## src/rtl/cpu_pkg.sv

```systemverilog
// rtl/cpu_pkg.sv - shared CPU types and constants used by the sequential multiplier
package cpu_pkg;

    // Multiplier control states
    typedef enum logic [1:0] {
        IDLE = 2'd0,
        BUSY = 2'd1,
        DONE = 2'd2
    } mul_state_t;

    localparam int MUL_WIDTH_DEFAULT = 16;

    // Bit position of the multiply-start field in the execute control word
    localparam int CTRL_MUL_START_BIT = 4;

endpackage

```

## src/rtl/seq_mul_unit_abs_neg.sv

```systemverilog
// rtl/seq_mul_unit_abs_neg.sv - combinational conditional two's-complement negate
module abs_neg #(
    parameter int W = 16
) (
    input  logic         neg_i,
    input  logic [W-1:0] val_i,
    output logic [W-1:0] res_o
);

    // Negate when requested; the most negative value maps onto itself, which
    // read as unsigned is exactly its magnitude.
    assign res_o = neg_i ? (~val_i + W'(1)) : val_i;

endmodule

```

## src/rtl/seq_mul_unit.sv

```systemverilog
// rtl/seq_mul_unit.sv - shift-add sequential multiplier with start/busy/done and stall (optional SEQ_MUL_EARLY_TERM_EN)
module seq_mul_unit
    import cpu_pkg::*;
#(
    parameter int WIDTH = MUL_WIDTH_DEFAULT,
    parameter int CNT_W = $clog2(WIDTH) + 1
) (
    input  logic               clk,
    input  logic               rst,
    input  logic               start,
    input  logic               is_signed,
    input  logic [WIDTH-1:0]   a,
    input  logic [WIDTH-1:0]   b,
    output logic               busy,
    output logic               done,
    output logic               stall,
    output logic [2*WIDTH-1:0] product
);

    mul_state_t           state_q;
    logic [2*WIDTH-1:0]   mcand_q;
    logic [2*WIDTH-1:0]   acc_q;
    logic [2*WIDTH-1:0]   product_q;
    logic [WIDTH-1:0]     mplier_q;
    logic [CNT_W-1:0]     cnt_q;
    logic                 neg_q;
    logic                 busy_q;
    logic                 done_q;

    logic [WIDTH-1:0]     mag_a;
    logic [WIDTH-1:0]     mag_b;
    logic [2*WIDTH-1:0]   acc_d;
    logic [WIDTH-1:0]     mplier_d;
    logic [CNT_W-1:0]     cnt_d;
    logic [2*WIDTH-1:0]   result;
    logic                 last_iter;
    logic                 load_zero;

    // Operand magnitudes for the unsigned shift-add core
    abs_neg #(.W(WIDTH)) u_abs_a (
        .neg_i (is_signed & a[WIDTH-1]),
        .val_i (a),
        .res_o (mag_a)
    );

    abs_neg #(.W(WIDTH)) u_abs_b (
        .neg_i (is_signed & b[WIDTH-1]),
        .val_i (b),
        .res_o (mag_b)
    );

    // One shift-add step; mcand_q is pre-shifted so no variable shifter is needed
    always_comb begin
        acc_d    = mplier_q[0] ? (acc_q + mcand_q) : acc_q;
        mplier_d = mplier_q >> 1;
        cnt_d    = cnt_q - CNT_W'(1);
    end

    // Sign restore applied to the accumulator value being finalised
    abs_neg #(.W(2*WIDTH)) u_res (
        .neg_i (neg_q),
        .val_i (acc_d),
        .res_o (result)
    );

`ifdef SEQ_MUL_EARLY_TERM_EN
    // Stop as soon as no multiplier bits remain; a zero multiplier finishes on load
    assign last_iter = (cnt_q == CNT_W'(1)) || (mplier_d == '0);
    assign load_zero = (mag_b == '0);
`else
    assign last_iter = (cnt_q == CNT_W'(1));
    assign load_zero = 1'b0;
`endif

    // Control FSM with operand load, iteration and finalisation
    always_ff @(posedge clk or posedge rst) begin
        if (rst) begin
            state_q   <= IDLE;
            mcand_q   <= '0;
            acc_q     <= '0;
            product_q <= '0;
            mplier_q  <= '0;
            cnt_q     <= '0;
            neg_q     <= 1'b0;
            busy_q    <= 1'b0;
            done_q    <= 1'b0;
        end else begin
            case (state_q)
                IDLE, DONE: begin
                    if (start) begin
                        mcand_q  <= {{WIDTH{1'b0}}, mag_a};
                        mplier_q <= mag_b;
                        acc_q    <= '0;
                        cnt_q    <= CNT_W'(WIDTH);
                        neg_q    <= is_signed & (a[WIDTH-1] ^ b[WIDTH-1]);
                        if (load_zero) begin
                            state_q   <= DONE;
                            busy_q    <= 1'b0;
                            done_q    <= 1'b1;
                            product_q <= '0;
                        end else begin
                            state_q <= BUSY;
                            busy_q  <= 1'b1;
                            done_q  <= 1'b0;
                        end
                    end else begin
                        state_q <= IDLE;
                        busy_q  <= 1'b0;
                        done_q  <= 1'b0;
                    end
                end
                BUSY: begin
                    acc_q    <= acc_d;
                    mplier_q <= mplier_d;
                    mcand_q  <= mcand_q << 1;
                    cnt_q    <= cnt_d;
                    if (last_iter) begin
                        state_q   <= DONE;
                        busy_q    <= 1'b0;
                        done_q    <= 1'b1;
                        product_q <= result;
                    end
                end
                default: begin
                    state_q <= IDLE;
                    busy_q  <= 1'b0;
                    done_q  <= 1'b0;
                end
            endcase
        end
    end

    assign busy    = busy_q;
    assign done    = done_q;
    assign product = product_q;
    assign stall   = (start & ~busy_q) | busy_q;

endmodule
```

## config.mk

```make
export PLATFORM = sky130hd
export DESIGN_NAME = seq_mul_unit
export DESIGN_NICKNAME = d
export VERILOG_FILES = /design/src/rtl/cpu_pkg.sv /design/src/rtl/seq_mul_unit_abs_neg.sv /design/src/rtl/seq_mul_unit.sv
export SDC_FILE = /design/constraint.sdc
export NUM_CORES = 1
export LEC_CHECK = 0
export BUFFER_PORTS_ARGS = -buffer_cell sky130_fd_sc_hd__buf_2
export CORE_UTILIZATION = 45
export CTS_CLUSTER_DIAMETER = 60
export DETAILED_ROUTE_END_ITERATION = 10
export SYNTH_ARGS = -nofsm -noshare
export SYNTH_HDL_FRONTEND = slang
export SYNTH_SLANG_ARGS = --single-unit
```

## constraint.sdc

```tcl
create_clock -name clk -period 5.5 [get_ports clk]
set_input_delay 1.1 -clock clk [delete_from_list [all_inputs] [get_ports clk]]
set_output_delay 1.1 -clock clk [all_outputs]
set_load 0.02 [all_outputs]
```

==> flow_summary.ini <==
[status]
status = finished clean

[clock_tree]
ctsResizeCount = 0
cts.path.max_buffers = 2
post_cts_buffers = 0
cts-root-buf = clkbuf_16
cts_sinks = 120
clkLatencyLatePin_ns = 0.42
cts_hold_buf = 0
clk_pin_slew_ns = 0.06
cts_buffers = 17
htreeDepth = 4
cts_tree = done

[placed_design]
port_buffers = 70
place_inst = 1186
hpwl_mm = 15.02
place_congestion = 0.9014

[synthesis]
synth.most_common_cell = nand2_1
synth_edf_count = 0
yosysUniqueCellTypes = 75
synth_commonest_cells = nand2_1 (138), o21ai_0 (126), dfrtp_1 (120), a21oi_1 (50), clkbuf_1 (45)
synth_area_sq_um = 8090
synth_area_per_cell_sq_um = 8.671
ys.warnings.count = 0
synth-seq-cells = 120
netlist_instances = 933
syn_nets = 1006
async_reset_ff_share_pct = 100.0
netlist.area_leader.share_pct = 37.12
seq_area_frac_synth_pct = 37.12
synth_area_leader_cell = dfrtp_1
synth_flop_cell = dfrtp_1
yosys-top-cells-area = dfrtp_1 (37%), o21ai_0 (7.8%), nand2_1 (6.4%), ha_1 (5.6%), xnor2_1 (4.4%)

[layout]
final_util_pct = 53.11
drive_above_1_share_pct = 14.10
diodes = 0
synthToLayoutAreaGrowth_pct = 14.34
final_nets = 1053
final_cell_count_no_fill = 1218

[floorplan]
die_area_sq_um = 18520
start_util_pct = 46.45
die_w_um = 136.1
ioPinCount = 71
rows = 48
core_sq_um = 17420
die_h_um = 136.1

[route]
drt_iter0_markers = 419
drt-total-wl_mm = 20.90
ant_nets = 0
via_per_inst = 5.837
first_pass_iters = 7
vias = 7109
wire_per_inst_um = 17.16
drc_errors = 0

[pwr]
p_comb_share_pct = 56.3
intPower_mw = 3.524
p_seq_share_pct = 25.1
power.total_mw = 6.570
power.switching_mw = 3.046
power.share.clock_pct = 18.7
powerDensity_nw_per_um2 = 710.2
switching_share_pct = 46.36
p_leak_nw = 4.127
ir_drop_mv = 0.4926

[global_route]
overflow = 0
grt_first_pass_wirelength_mm = 34.33
grt_max_degree = 73
grt_pass1_vias = 6862
antenna_found_initial = 0
grt_usage_pct = 23.69

[worst_setup_path]
worstPathArrival_ns = 4.39
crit_fanout = 4
worstSetupStartpointType = flip-flop
critical_path.max_stage_delay_ns = 0.51
critical_path_required_ns = 5.78
cp_num_buf_inv = 1
critPathSlowestCell = or4b_1
crit_path_cell_trace = ha_1 > fa_1 > mux2i_1 > ha_1 > inv_1 > or2_2 > or4b_1 > nor2_1 > nand4_1 > nor3_2 > nand4_1 > o21ai_0 > xnor2_1 > o21ai_0
regToRegSetupSlack_ns = 1.39
critPathTopFamily = simple AND/OR/NAND/NOR gates
critPathCaptureType = flip-flop
path_class = flip-flop to flip-flop

[sta]
finalSetupViolCount = 0
fin_hold_ws_ns = 0.4683
finalHoldViolations = 0
slew_headroom_pct = 33.51
finalClockSkew_ns = 0.008410
rsz0062_at_grt = no
min_period_ns = 4.113
fin_tns_setup_ns = 0
fmax_ghz = 0.2431
min_period_over_period_pct = 74.79
drv_slew = 0
worst_slew_pin_slew_ns = 0.9973

[min_path]
holdCritPathClass = flip-flop to flip-flop

[flow_run]
drv_cap = 0
==> kinds of logic (layout without fill, tap and decap cells) <==
family,count (synthesis),after routing,synth area share (%)
mux,17,17,2.165
buf+inv,73,133,3.511
flops,120,120,37.12
simple gates,296,296,18.34
xor+xnor,71,71,7.686
compound gates,319,319,25.36
fa+ha+maj,37,37,5.815
==> power by group through the flow <==
stage | registers, mW | logic (mW) | clock network (mW)
2_1_floorplan | 1.68 | 2.72 | 0
6_report | 1.65 | 3.70 | 1.23
5_1_grt | 1.71 | 4.13 | 1.28
3_5_place_dp | 1.66 | 3.71 | 0
3_3_place_gp | 1.65 | 3.66 | 0
4_1_cts | 1.65 | 3.72 | 1.25
==> layout make-up <==
type | count | area [sq um]
Clock buffer | 20 | 436.7
Clock inverter | 12 | 200.2
Fill cell | 1663 | 8167
Inverter | 21 | 81.33
Multi-Input combinational cell | 740 | 4821
Sequential cell | 120 | 3004
Tap cell | 225 | 281.5
Timing Repair Buffer | 80 | 425.4
==> worst register-to-register path, stage by stage (launching register included) <==
cell     delay, ns
dfrtp_1       0.40
ha_1          0.25
fa_1          0.44
mux2i_1       0.31
ha_1          0.24
inv_1         0.04
or2_2         0.29
or4b_1        0.51
nor2_1        0.18
nand4_1       0.17
nor3_2        0.36
nand4_1       0.23
o21ai_0       0.30
xnor2_1       0.15
o21ai_0       0.09
==> state kept, by name, summed over array words and instances (netlist names) <==
register,cells
acc_q,32
cnt_q,5
mcand_q,32
mplier_q,16
neg_q,1
product,32
state_q,2
==> stage by stage <==
stage	instance area [sq um]	setup slack (ns)
final	9250	1.387
after global routing	9250	1.048
after CTS	9250	1.382
after detailed placement	8613	1.392
after global placement	8613	1.475
after floorplan	8090	1.214
==> placed cells by master, fill, tap and decap left out, types with 4 or more instances in the layout <==
cell type | Yosys | final
a211oi_1 | 6 | 6
a21o_1 | 9 | 9
a21oi_1 | 50 | 50
a221o_1 | 5 | 5
a22o_1 | 27 | 27
a22oi_1 | 27 | 27
a31o_2 | 4 | 4
a31oi_1 | 8 | 8
and2_1 | 7 | 7
and3_1 | 5 | 5
buf_2 | 2 | 70
buf_4 | 0 | 10
bufinv_16 | 0 | 5
clkbuf_16 | 0 | 17
dfrtp_1 | 120 | 119
ha_1 | 36 | 36
inv_1 | 21 | 20
mux2_2 | 4 | 4
mux2i_1 | 13 | 13
nand2_1 | 138 | 137
nand2b_1 | 14 | 14
nand3_1 | 17 | 17
nand3b_1 | 6 | 6
nand4_1 | 12 | 12
nor2_1 | 32 | 31
nor2b_1 | 7 | 6
nor3_1 | 21 | 21
nor4_1 | 6 | 6
o211ai_1 | 8 | 8
o21ai_0 | 126 | 126
o21ai_1 | 4 | 4
o31ai_1 | 13 | 13
or2_2 | 4 | 4
or3_1 | 4 | 4
xnor2_1 | 41 | 41
xor2_1 | 30 | 30
==> metal layers <==
metal / vias up / GRT usage, % / share of wire [%]
li1: 3504 / - / -
met1: 3400 / 29.08 / 44
met2: 164 / 40.52 / 49
met3: 41 / 4.437 / 3.3
met4: 0 / 9.877 / 3.4
met5: - / 0 / 0
==> worst paths after layout <==
path / from / end / cells past startpoint
min in group asynchronous: rst / mplier_q[5]$_DFFE_PP0P_ / 2
max in group asynchronous: rst / acc_q[6]$_DFFE_PP0P_ / 3
worst min-delay path: product[30]$_DFFE_PP0P_ / product[30]$_DFFE_PP0P_ / 2
worst max-delay path: mcand_q[0]$_DFFE_PP0P_ / product[28]$_DFFE_PP0P_ / 14
worst max register to register: mcand_q[0]$_DFFE_PP0P_ / product[28]$_DFFE_PP0P_ / 14
worst min register to register: product[30]$_DFFE_PP0P_ / product[30]$_DFFE_PP0P_ / 2
Power figures use the tool's default switching activity.
